## src/rtl/shift_pkg.sv

```systemverilog
// Shared definitions for the shift arbiter: FSM state encoding and default sizes.
package shift_pkg;

    typedef enum logic {
        IDLE = 1'b0,
        HOLD = 1'b1
    } state_t;

    localparam int DEF_WIDTH   = 8;
    localparam int DEF_NUM_REQ = 4;

endpackage

```

## src/rtl/barrel_shifter.sv

```systemverilog
// Combinational logical shifter with zero fill; dir=0 shifts left, dir=1 shifts right.
module barrel_shifter
    import shift_pkg::*;
#(
    parameter int WIDTH = DEF_WIDTH,
    localparam int AW   = $clog2(WIDTH)
) (
    input  logic [WIDTH-1:0] data_in,
    input  logic [AW-1:0]    shift_amt,
    input  logic             dir,
    output logic [WIDTH-1:0] data_out
);

    always_comb begin
        data_out = dir ? (data_in >> shift_amt) : (data_in << shift_amt);
    end

endmodule

```

## src/rtl/shift_arbiter.sv

```systemverilog
// Round-robin arbiter sharing one barrel shifter among NUM_REQ requesters,
// with a single registered result slot drained by a valid/ready consumer.
module shift_arbiter
    import shift_pkg::*;
#(
    parameter int NUM_REQ = DEF_NUM_REQ,
    parameter int WIDTH   = DEF_WIDTH,
    localparam int AW     = $clog2(WIDTH),
    localparam int IW     = $clog2(NUM_REQ)
) (
    input  logic                   clk,
    input  logic                   rst,
    input  logic [NUM_REQ-1:0]     req_valid,
    output logic [NUM_REQ-1:0]     req_ready,
    input  logic [NUM_REQ*WIDTH-1:0] req_data,
    input  logic [NUM_REQ*AW-1:0]  req_amt,
    input  logic [NUM_REQ-1:0]     req_dir,
    output logic                   out_valid,
    input  logic                   out_ready,
    output logic [WIDTH-1:0]       out_data,
    output logic [IW-1:0]          out_id,
    output logic [15:0]            op_count
);

    state_t           state_q, state_d;
    logic [IW-1:0]    rr_ptr_q, rr_ptr_d;
    logic [IW-1:0]    grant_idx;
    logic [IW-1:0]    cand;
    logic             any_valid;
    logic             can_accept;
    logic             transfer;
    logic [WIDTH-1:0] sel_data;
    logic [AW-1:0]    sel_amt;
    logic             sel_dir;
    logic [WIDTH-1:0] shift_res;
    logic [WIDTH-1:0] out_data_q;
    logic [IW-1:0]    out_id_q;
    logic [15:0]      op_count_q;

    // Scan downward so the candidate closest to rr_ptr is the one left standing.
    always_comb begin
        grant_idx = '0;
        any_valid = 1'b0;
        cand      = '0;
        for (int k = NUM_REQ - 1; k >= 0; k--) begin
            cand = IW'((int'(rr_ptr_q) + k) % NUM_REQ);
            if (req_valid[cand]) begin
                grant_idx = cand;
                any_valid = 1'b1;
            end
        end
    end

    assign can_accept = (state_q == IDLE) || out_ready;
    assign transfer   = !rst && can_accept && any_valid;

    always_comb begin
        req_ready = '0;
        if (transfer) begin
            req_ready[grant_idx] = 1'b1;
        end
    end

    assign sel_data = req_data[int'(grant_idx)*WIDTH +: WIDTH];
    assign sel_amt  = req_amt[int'(grant_idx)*AW +: AW];
    assign sel_dir  = req_dir[grant_idx];

    barrel_shifter #(
        .WIDTH(WIDTH)
    ) u_shifter (
        .data_in  (sel_data),
        .shift_amt(sel_amt),
        .dir      (sel_dir),
        .data_out (shift_res)
    );

    always_comb begin
        state_d  = state_q;
        rr_ptr_d = rr_ptr_q;
        case (state_q)
            IDLE: if (transfer) state_d = HOLD;
            HOLD: if (out_ready) state_d = transfer ? HOLD : IDLE;
            default: state_d = IDLE;
        endcase
        if (transfer) begin
            rr_ptr_d = IW'((int'(grant_idx) + 1) % NUM_REQ);
        end
    end

    always_ff @(posedge clk) begin
        if (rst) begin
            state_q    <= IDLE;
            rr_ptr_q   <= '0;
            out_data_q <= '0;
            out_id_q   <= '0;
            op_count_q <= '0;
        end else begin
            state_q  <= state_d;
            rr_ptr_q <= rr_ptr_d;
            if (transfer) begin
                out_data_q <= shift_res;
                out_id_q   <= grant_idx;
            end
            if (state_q == HOLD && out_ready) begin
                op_count_q <= op_count_q + 16'd1;
            end
        end
    end

    assign out_valid = (state_q == HOLD);
    assign out_data  = out_data_q;
    assign out_id    = out_id_q;
    assign op_count  = op_count_q;

endmodule

```

## config.mk

```make
export PLATFORM = sky130hd
export DESIGN_NAME = shift_arbiter
export DESIGN_NICKNAME = d
export VERILOG_FILES = /design/src/rtl/shift_pkg.sv /design/src/rtl/barrel_shifter.sv /design/src/rtl/shift_arbiter.sv
export SDC_FILE = /design/constraint.sdc
export NUM_CORES = 1
export LEC_CHECK = 0
export CELL_PAD_IN_SITES_DETAIL_PLACEMENT = 0
export CELL_PAD_IN_SITES_GLOBAL_PLACEMENT = 1
export CORE_UTILIZATION = 34
export DETAILED_ROUTE_END_ITERATION = 10
export PLACE_DENSITY_LB_ADDON = 0.05
export SETUP_SLACK_MARGIN = 0.5
export SLEW_MARGIN = 20
export SYNTH_ARGS = -nofsm -noshare
export SYNTH_HDL_FRONTEND = slang
export SYNTH_SLANG_ARGS = --single-unit
```

## constraint.sdc

```tcl
create_clock -name clk -period 5.4 [get_ports clk]
set_input_delay 0.54 -clock clk [delete_from_list [all_inputs] [get_ports clk]]
set_output_delay 0.54 -clock clk [all_outputs]
set_load 0.005 [all_outputs]
```

==> results.txt <==
- Counting flops with an async set or reset pin after synthesis yields a share of 0%.
* Pwr dens: 325 nW/um^2
* Fill cells: 716
- Source of the worst register-to-register timing path: rr_ptr_q[0]$_SDFFE_PP0P_
- 1st-pass router iterations: 4
* Shortest period the worst path allows: 3.60 ns
- Total number of nets in the final design: 448
- In the post-synthesis netlist, the cell with the most instances is sky130_fd_sc_hd__nand3_1.
* Setup TNS after final layout: 0 ns
* Run status: completed
- Data arrives at the worst endpoint at 3.06 ns.
* Switching Fraction: 43.4%
* DRT iter0 DRCs: 114
* Mapped Nets: 378
- Setup repair after global routing left no endpoint under its margin.
- The die covers 7390 um^2.
- Worst hold path depth: 2
- Summed over all nets, the switching power comes to 471 uW.
- Final worst slack: 1.80 ns
- For this design, the CTS-stage hold fixing added 0 buffers.
- CTS clock-pin slew for the worst setup and hold paths: 0.07 ns
* Total standard cell area after synthesis: 2400 um^2
- Summed over all layers, the global routing overflow is 0.
- Kind of start point of the critical path: primary input
- Min-delay src: out_id[0]$_SDFFE_PP0P_
* Path category of the worst min-delay check: flop to flop
- Cell internal power was estimated by the tool at 614 uW.
- Before CTS, the worst setup slack after placement is 1.61 ns.
- In this run, post-CTS repair resized a total of 0 instances.
* Routed wire length per instance: 14.4 um
* Number of nets still failing antenna checks after routing: 0
- The final-report max-slew violation count was 0.
* Kind of cell adding the most delay to the critical path: buffers and inverters
- After detailed routing, the number of remaining DRC violations is 0.
* Hold-critical path endpoint: out_id[0]$_SDFFE_PP0P_
- Among all stages on the critical path, the largest delay is contributed by sky130_fd_sc_hd__a211o_1.
* Most frequent cells after synthesis: sky130_fd_sc_hd__nand3_1 (47), sky130_fd_sc_hd__dfxtp_1 (29), sky130_fd_sc_hd__o21ai_0 (25), sky130_fd_sc_hd__nor2_1 (24), sky130_fd_sc_hd__nand2_1 (21)
- The initial utilization of the core area, before any placement, comes to 35.3%.
- Dividing the final minimum period by the clock period gives 66.7%.
* Number of top-level pins: 86
* Detailed-route wire length: 6970 um
- Measured in cells, the most critical reg-to-reg path has a length of 8.
- In this run, synthesis inferred 0 flip-flops with an integrated enable.
- Across every metal layer, demand over resource in global routing totals 20.0%.
- The core region is 6790 um^2.
* Critical R2R Capture: out_data[2]$_SDFFE_PP0P_
- Std-Cell Rows: 30
- Final Hold Violating Endpoints: 0
- Buffers and inverters on the worst path: 3
- Number of H-tree levels: 2
- Via count: 2,622
* Required @ worst endpoint: 4.86 ns
- TritonCTS built the clock tree.
- Final HPWL from detailed placement: 5510 um
- Longest individual stage delay on the worst path: 0.59 ns
* Total of flip-flops plus latches after synthesis: 29
* Dominant cell type by area after synthesis: sky130_fd_sc_hd__dfxtp_1
* Synthesis-to-finish area growth: 39.2%
- Critical Path End Type: primary output
- Most used cell along the critical path: sky130_fd_sc_hd__clkdlybuf4s50_1
- Post-Route Skew: 0.00876 ns
* Post-synth top area share: 24.2%
* Share of cells above drive strength 1: 6.94%
* Die height: 85.9 um
- Number of diodes: 0
- Across all hold checks on the routed design, the worst slack comes to 0.467 ns.
- Setup slack of the worst register-to-register path: 2.27 ns
- Most frequently used flop master after synthesis: sky130_fd_sc_hd__dfxtp_1
- The analysis attributes to cell leakage a power of 1.21 nW.
* Worst-Margin Slew: 0.948 ns
* Clock network latency to the later pin of the worst-skew pair: 0.28 ns
- Maximum Capacitance Violations: 0
- Most area-consuming cells after synthesis: sky130_fd_sc_hd__dfxtp_1 (24%), sky130_fd_sc_hd__nand3_1 (9.8%), sky130_fd_sc_hd__o21ai_0 (5.2%)
* CTS buffer count: 5
* Number of vias per cell: 5.41
* Worst slew margin relative to its limit: 36.8%
* Number of antenna violations at the first check in global routing: 0
- Number of buffers inserted by post-CTS setup repair: 0
- The share of total power dissipated in combinational logic is 57.2%.
* Average size of a mapped cell: 7.53 um^2
* Maximum count of clock buffers along a single path: 2
* Chip width: 85.9 um
* Placer's final routability congestion estimate: 0.847
* Portion of the post-synthesis area used by sequential elements: 24.2%
* Synthesized instance count: 318
- Yosys cell types: 52
* Buffers on Ports: 85
- Walking the worst path, the cells encountered are clkdlybuf4s50_1 -> nor2b_2 -> a211o_1 -> nand2_4 -> inv_2 -> ha_1 -> and2_1 -> clkdlybuf4s50_1.
* Final setup fails: 0
- The number of global-route vias before repair came to 2,538.
- Sequential cells account for 24.5% of the total power.
* Root buffer cell: sky130_fd_sc_hd__clkbuf_8
- Entering global routing, the biggest net connects 23 pins.
- Number of sinks on the clock net: 29
- Summing internal, switching and leakage power gives 1.08 mW.
- In this run the worst path has a maximum fanout of 21.
* Global-route wire length before repair: 11,900 um
- In this run, the clock network consumes 18.3% of the power.
- During synthesis, Yosys emitted a total of 0 warnings.
- Timing would allow up to 278 MHz.
- Peak supply drop: 0.104 mV
* Kind of critical path: primary input to primary output
-- cell usage in the layout (no fill, tap or decap), drive strengths merged, types with 3 or more instances in the layout --
master / netlist / routed
nand2: 22 / 22
nor3: 9 / 9
clkdlybuf4s50: 0 / 85
nor4: 3 / 3
xor2: 7 / 7
a21oi: 11 / 11
xnor2: 4 / 4
o21ai: 31 / 31
a221oi: 4 / 4
a211o: 4 / 4
nand4: 7 / 7
inv: 6 / 6
and3: 11 / 11
o211ai: 16 / 16
or3: 5 / 5
clkbuf: 12 / 7
nand3: 47 / 47
and2: 7 / 7
mux2i: 7 / 7
ha: 5 / 5
a211oi: 10 / 10
nor2: 25 / 25
dfxtp: 29 / 29
nor2b: 4 / 4
-- through the flow --
step	utilization [%]	area, um^2	std cells
floorplan	-	2400	318
detailed placement	47.6	3230	477
global placement	47.6	3230	477
global route	49.1	3330	485
finish	49.1	3330	485
CTS	49.1	3330	485
-- how the worst max path moves through the flow --
stage	from	end	slack (ns)	cells past startpoint
after floorplan	req_valid[2]	out_data[4]$_SDFFE_PP0P_	2.99	12
after global placement	req_valid[0]	out_data[2]$_SDFFE_PP0P_	1.68	9
after detailed placement	req_valid[0]	out_data[2]$_SDFFE_PP0P_	1.61	9
after CTS	req_valid[2]	req_ready[3]	1.80	8
after global routing	req_valid[0]	out_data[2]$_SDFFE_PP0P_	1.47	9
final	req_valid[2]	req_ready[3]	1.80	8
-- final cells by class --
class,count,area (um^2),area share (%)
clock buffers,7,96.3,2.89
clock inverters,1,5.00,0.150
inverters,7,38.8,1.16
multi-input cells,259,1640,49.0
flip-flops and latches,29,581,17.4
well taps,96,120,3.60
repair buffers,86,858,25.7
-- power by group through the flow --
stage	Combinational [mW]	Clock [mW]	Sequential, mW
CTS	0.619	0.205	0.266
detailed placement	0.617	0	0.271
global route	0.687	0.217	0.270
global placement	0.621	0	0.270
floorplan	0.443	0	0.271
finish	0.621	0.199	0.265
-- registers in the layout, summed over array words and instances (netlist names) --
signal	cells
out_valid	1
rr_ptr_q	2
out_data	8
out_id	2
op_count	16
-- cells by family (layout without fill, tap and decap cells) --
family | after synthesis | count (layout) | synth area share [%]
xor gates and xnor gates | 11 | 11 | 4.02
buffers and inverters | 30 | 101 | 7.52
DFF | 29 | 29 | 24.2
muxes | 9 | 9 | 3.86
AOI/OAI and AO/OA | 90 | 90 | 26.6
adders and majority gates | 5 | 5 | 2.61
and+or+nand+nor | 144 | 144 | 31.1
-- worst register-to-register path: stages (launching register included) --
cell	delay (ns)
sky130_fd_sc_hd__dfxtp_1	0.33
sky130_fd_sc_hd__nand2b_1	0.18
sky130_fd_sc_hd__a21oi_1	0.77
sky130_fd_sc_hd__o21ai_0	0.26
sky130_fd_sc_hd__and3_1	0.24
sky130_fd_sc_hd__nor2_1	0.57
sky130_fd_sc_hd__nor3_1	0.23
sky130_fd_sc_hd__a221oi_1	0.35
sky130_fd_sc_hd__o21ai_1	0.09
-- layer usage --
metal	share of wire (%)	GRT usage, %	vias up
met2	48	34.3	92
met5	0	0	-
li1	-	-	1322
met3	5.0	3.37	16
met1	45	25.1	1192
met4	2.2	7.27	0
No activity file was read; power rests on OpenSTA's default activity.
